[config.mk]
export PLATFORM = sky130hd
export DESIGN_NAME = icache_refill_ctrl
export DESIGN_NICKNAME = d
export VERILOG_FILES = /design/src/rtl/fetch_refill_pkg.sv /design/src/rtl/icache_refill_buf.sv /design/src/rtl/icache_refill_ctrl.sv
export SDC_FILE = /design/constraint.sdc
export NUM_CORES = 1
export LEC_CHECK = 0
export CORE_AREA = 2 2 203 205
export DETAILED_ROUTE_END_ITERATION = 7
export DIE_AREA = 0 0 205 207
export SYNTH_ARGS = -nofsm -noshare
export SYNTH_HDL_FRONTEND = slang
export SYNTH_SLANG_ARGS = --single-unit
[constraint.sdc]
create_clock -name clk -period 2.1 [get_ports clk]
set_input_delay 0.42 -clock clk [delete_from_list [all_inputs] [get_ports clk]]
set_output_delay 0.42 -clock clk [all_outputs]
set_load 0.005 [all_outputs]
[src/rtl/fetch_refill_pkg.sv]
// fetch_refill_pkg: refill FSM states, line geometry constants and the line-address alignment helper
package fetch_refill_pkg;
    localparam int LINE_BITS = 256;
    localparam int BEAT_BITS = 64;
    localparam int BEATS     = LINE_BITS / BEAT_BITS;
    localparam int CNT_W     = (BEATS > 1) ? $clog2(BEATS) : 1;
    localparam int OFF_BITS  = $clog2(LINE_BITS / 8);

    typedef enum logic [2:0] {IDLE, REQ, FILL, WRITE, ERR, SETTLE} refillState_t;

    // Clears the byte offset so the address points at the start of its cache line.
    function automatic logic [63:0] lineAlign(input logic [63:0] addr);
        return {addr[63:OFF_BITS], OFF_BITS'(0)};
    endfunction
endpackage

[src/rtl/icache_refill_buf.sv]
// icache_refill_buf: assembles response beats into a cache line, tracks the beat index and a sticky error
//   clk, reset     clock, asynchronous active-low reset
//   clear          zero the beat counter and error latch
//   beatValid      accept beatData/beatErr into the current beat slot
//   line           assembled line, beat k at [k*BEAT_W +: BEAT_W]
//   lastBeat       the accepted beat is the final one of the line
//   errNext        error latch value including the beat being accepted now
module icache_refill_buf
    import fetch_refill_pkg::*;
#(
    parameter int LINE_W = LINE_BITS,
    parameter int BEAT_W = BEAT_BITS
) (
    input  logic              clk,
    input  logic              reset,
    input  logic              clear,
    input  logic              beatValid,
    input  logic [BEAT_W-1:0] beatData,
    input  logic              beatErr,
    output logic [LINE_W-1:0] line,
    output logic              lastBeat,
    output logic              errNext
);
    logic [CNT_W-1:0] count;
    logic             errLatch;

    assign lastBeat = beatValid && (count == CNT_W'(BEATS - 1));
    assign errNext  = errLatch || (beatValid && beatErr);

    // The counter returns to zero on the last beat instead of wrapping through increment.
    always_ff @(posedge clk or negedge reset) begin
        if (!reset) begin
            count    <= '0;
            errLatch <= 1'b0;
            line     <= '0;
        end else begin
            count    <= (clear || lastBeat) ? '0 : beatValid ? count + 1'b1 : count;
            errLatch <= clear ? 1'b0 : errNext;
            if (beatValid)
                line[int'(count) * BEAT_W +: BEAT_W] <= beatData;
        end
    end
endmodule

[src/rtl/icache_refill_ctrl.sv]
// icache_refill_ctrl: L1 I-cache miss/refill sequencer: one line request, beat assembly, single-cycle line write
//   clk, reset                       clock, asynchronous active-low reset
//   miss_i, missAddr_i, flush_i      miss from fetch stage 1 and fetch-control flush
//   memReqValid_o/Ready_i/Addr_o     line request handshake to lower memory
//   memRespValid_i/Data_i/Err_i      response beats (never back-pressured)
//   wrEnable_o, wrAddr_o, instBlock_o  cache line write port
//   busy_o                           fetch stall while a refill is in flight
//   errFlag_o                        one-cycle pulse when a refill is dropped due to a beat error
module icache_refill_ctrl
    import fetch_refill_pkg::*;
#(
    parameter int ADDR_W = 32,
    parameter int LINE_W = LINE_BITS,
    parameter int BEAT_W = BEAT_BITS
) (
    input  logic              clk,
    input  logic              reset,
    input  logic              miss_i,
    input  logic [ADDR_W-1:0] missAddr_i,
    input  logic              flush_i,
    output logic              memReqValid_o,
    input  logic              memReqReady_i,
    output logic [ADDR_W-1:0] memReqAddr_o,
    input  logic              memRespValid_i,
    input  logic [BEAT_W-1:0] memRespData_i,
    input  logic              memRespErr_i,
    output logic              wrEnable_o,
    output logic [ADDR_W-1:0] wrAddr_o,
    output logic [LINE_W-1:0] instBlock_o,
    output logic              busy_o,
    output logic              errFlag_o
);
    refillState_t      state;
    logic [ADDR_W-1:0] lineAddr;
    logic              bufClear;
    logic              beatValid;
    logic              lastBeat;
    logic              errNext;

    assign memReqAddr_o = lineAddr;
    assign wrAddr_o     = lineAddr;
    // Counter restarts when the request is accepted; the error latch is dropped while reporting it.
    assign bufClear     = (state == REQ && memReqReady_i) || state == ERR;
    assign beatValid    = state == FILL && memRespValid_i;

    icache_refill_buf #(
        .LINE_W(LINE_W),
        .BEAT_W(BEAT_W)
    ) lineBuf (
        .clk      (clk),
        .reset    (reset),
        .clear    (bufClear),
        .beatValid(beatValid),
        .beatData (memRespData_i),
        .beatErr  (memRespErr_i),
        .line     (instBlock_o),
        .lastBeat (lastBeat),
        .errNext  (errNext)
    );

    // Flush only matters in IDLE (wrong-path miss); once requested, the line is fetched and written.
    always_ff @(posedge clk or negedge reset) begin
        if (!reset) begin
            state         <= IDLE;
            lineAddr      <= '0;
            memReqValid_o <= 1'b0;
            busy_o        <= 1'b0;
            wrEnable_o    <= 1'b0;
            errFlag_o     <= 1'b0;
        end else begin
            wrEnable_o <= 1'b0;
            errFlag_o  <= 1'b0;
            case (state)
                IDLE: if (miss_i && !flush_i) begin
                    state         <= REQ;
                    lineAddr      <= ADDR_W'(lineAlign(64'(missAddr_i)));
                    memReqValid_o <= 1'b1;
                    busy_o        <= 1'b1;
                end
                REQ: if (memReqReady_i) begin
                    state         <= FILL;
                    memReqValid_o <= 1'b0;
                end
                FILL: if (lastBeat) begin
                    state      <= errNext ? ERR : WRITE;
                    wrEnable_o <= !errNext;
                    errFlag_o  <= errNext;
                end
                WRITE, ERR: state <= SETTLE;
                SETTLE: begin
                    state  <= IDLE;
                    busy_o <= 1'b0;
                end
                default: begin
                    state         <= IDLE;
                    memReqValid_o <= 1'b0;
                    busy_o        <= 1'b0;
                end
            endcase
        end
    end
endmodule

==> flow_metrics.env <==
export IMPL_dp_hpwl_um=26600
export IMPL_post_route_cell_area_um2=17900
export IMPL_end_kind="register"
export IMPL_fill_cells=3919
export IMPL_switching_share_pct=29.3
export IMPL_arrival_ns=2.35
export IMPL_slew_viol_final=0
export IMPL_ir_drop_uv=755
export IMPL_cts_buffer_depth=3
export IMPL_max_freq_mhz=517
export IMPL_slowest_stage="ha_1"
export IMPL_core_area_um2=40400
export IMPL_cp_cell_sequence="inv_1 > ha_1 > nor3b_2 > buf_12 > nand2_1 > o21ai_0"
export IMPL_syn_area_per_cell_um2=9.41
export IMPL_synth_seq_cells=293
export IMPL_viasPerCell=4.48
export IMPL_cts_setup_buffers=0
export IMPL_start_util_pct=29.7
export IMPL_power_internal_mw=13.8
export IMPL_avgRoutedWirePerCell_um=17.5
export IMPL_drcViolationCount=0
export IMPL_period_needed_ns=1.94
export IMPL_die_w_um=205
export IMPL_grt_max_degree=67
export IMPL_via_count=9865
export IMPL_grt_setup_unrepaired="no"
export IMPL_cp_max_fo=29
export IMPL_p_clk_share_pct=31.5
export IMPL_fin_crit_sh_pct=92.2
export IMPL_grt_pass1_vias=10001
export IMPL_synth_edff_count=0
export IMPL_async_reset_ff_share_pct=100
export IMPL_max_cap_viol_count=0
export IMPL_setup_violations=0
export IMPL_yosys_area_top_type_share_pct=61.2
export IMPL_ys_warn_count=0
export IMPL_first_pass_iters=5
export IMPL_clk_pin_slew_worst_paths_ns=0.06
export IMPL_antenna_found_initial=1
export IMPL_drt_initial_drc_count=424
export IMPL_setup_worst_path_start_class="register"
export IMPL_p_seq_share_pct=37.6
export IMPL_p_leak_nw=7.42
export IMPL_drive_gt1_share_pct=7.84
export IMPL_drtAntennaViolNets=0
export IMPL_clock_sinks=293
export IMPL_run_status="complete, no violations"
export IMPL_gp_congestion=0.822
export IMPL_globalRouteTotalUtil_pct=18.0
export IMPL_finClkSkew_ns=0.0127
export IMPL_fin_tns_setup_ns=0
export IMPL_yosysTopAreaCell="dfrtp_1"
export IMPL_gr_total_overflow=0
export IMPL_r2r_slack_ns=0.16
export IMPL_required_ns=2.52
export IMPL_htree_levels=2
export IMPL_rr_worst_depth=6
export IMPL_hold_class="primary input to asynchronous set/reset pin"
export IMPL_final_cell_mix="nand2_1, clkdlybuf4s50_1, dfrtp_1, o21ai_0, o21ai_1"
export IMPL_rows=74
export IMPL_clk_root_buffer_cell="clkbuf_16"
export IMPL_hold_slack_ns=0.472
export IMPL_p_comb_share_pct=30.9
export IMPL_finalHoldViolations=0
export IMPL_grt_pass1_wl_um=59500
export IMPL_synth_cell_type_count=31
export IMPL_clk_latency_ns=0.52
export IMPL_critPathMaxStageDelay_ns=0.41
export IMPL_netlist_instances=1274
export IMPL_area_delta_synth_final_pct=49.0
export IMPL_layout_nets=1756
export IMPL_slew_headroom_pct=60.2
export IMPL_tightest_slew_ns=0.597
export IMPL_power_switching_mw=5.70
export IMPL_cts_tree="done"
export IMPL_synth_top_flop_cell="dfrtp_1"
export IMPL_ys_seq_area_share_pct=61.2
export IMPL_ioPinCount=427
export IMPL_numPortBuffers=411
export IMPL_die_area_um2=42400
export IMPL_synthTopCellsByArea="dfrtp_1, nand2_1, o21ai_0"
export IMPL_mostFrequentLayoutCell="nand2_1"
export IMPL_die_h_um=207
export IMPL_place_area_um2=16700
export IMPL_powerDensity_nw_per_um2=1090
export IMPL_critical_path_class="register to register"
export IMPL_wl_um=38700
export IMPL_syn_cell_area_um2=12000
export IMPL_cts_inserted_buffers=35
-- layer usage --
layer	wire length (µm)	track usage, %
met1	16900	23.3
met2	17900	29.0
met3	3190	5.99
met4	643	4.47
met5	0	0
-- path summary, 6_finish.rpt --
path | startpoint | end
worst min-delay path | reset | lineBuf.line[241]$_DFFE_PN0P_
worst max register to register | lineBuf.count[1]$_DFFE_PN0P_ | lineBuf.line[97]$_DFFE_PN0P_
min in group clk | lineBuf.line[42]$_DFFE_PN0P_ | lineBuf.line[42]$_DFFE_PN0P_
max in group asynchronous | reset | lineBuf.line[163]$_DFFE_PN0P_
worst min register to register | lineBuf.line[42]$_DFFE_PN0P_ | lineBuf.line[42]$_DFFE_PN0P_
worst max-delay path | lineBuf.count[1]$_DFFE_PN0P_ | lineBuf.line[97]$_DFFE_PN0P_
-- cells in the mapped netlist, types with 2 or more instances --
library cell,number
buf_4,38
mux2_2,27
nor2_1,13
clkbuf_1,23
nor3b_1,3
o21ai_1,109
inv_1,4
buf_2,47
o21ai_0,152
nand2_2,4
a21oi_1,7
ha_1,5
a2bb2oi_1,2
buf_6,13
nand3_1,2
nand2_1,516
dfrtp_1,293
clkbuf_2,3
-- power by group through the flow --
| stage | Clock, mW | Sequential, mW | Combinational [mW] |
|---|---|---|---|
| 2_1_floorplan | 0 | 7.41 | 2.51 |
| 3_3_place_gp | 0 | 7.37 | 6.01 |
| 3_5_place_dp | 0 | 7.41 | 6.08 |
| 4_1_cts | 6.35 | 7.34 | 6.11 |
| 5_1_grt | 6.56 | 7.45 | 6.60 |
| 6_report | 6.15 | 7.32 | 6.02 |
-- worst max-delay path, delay by kind of cell (launching register included) --
kind,cells,cell delay (ns)
adder cells (fa/ha/maj),1,0.41
AND/OR/NAND/NOR,2,0.48
flip-flops,1,0.36
buffers and inverters,2,0.34
AO/OA/AOI/OAI,1,0.20
-- state kept, by name, summed over array words and instances, names as in the netlist --
signal / flops
lineBuf.errLatch: 1
memReqValid_o: 1
memReqAddr_o: 27
lineBuf.count: 2
state: 3
wrEnable_o: 1
lineBuf.line: 256
errFlag_o: 1
busy_o: 1
-- kinds of logic after synthesis --
logic type,count (synthesis),synth area share (%)
simple gates,545,17.6
flops,293,61.2
compound gates,273,11.5
buf+inv,130,6.60
mux,27,2.54
fa+ha+maj,5,0.522
other cells,1,0.0313
-- per-stage QoR --
stage               util [%]  total power, mW  instances  setup slack (ns)
floorplan                  -             9.92       1283             0.329
global placement        41.3             13.4       2142            0.0678
detailed placement      41.3             13.5       2142            0.0208
CTS                     44.2             19.8       2203             0.118
global route            44.2             20.6       2204            0.0158
finish                  44.2             19.5       2204             0.165
-- final cells by class --
cell class,count,area (µm²),area share [%]
Antenna cell,1,2.50,0.0140
Clock inverter,4,70.1,0.392
Sequential cell,293,7330,41.1
Multi-Input combinational cell,860,3940,22.0
Inverter,5,18.8,0.105
Clock buffer,56,1110,6.20
Tap cell,532,666,3.73
Timing Repair Buffer,453,4720,26.5
-- repair_timing --
| action | in CTS | in global routing |
|---|---|---|
| resized for setup | 0 | 1 |
| hold buffers | 1 | 0 |
| endpoints found under the setup margin | 0 | 1 |
| endpoints found under the hold margin | 50 | 0 |
Note: power is estimated with default switching activity, not from simulation.
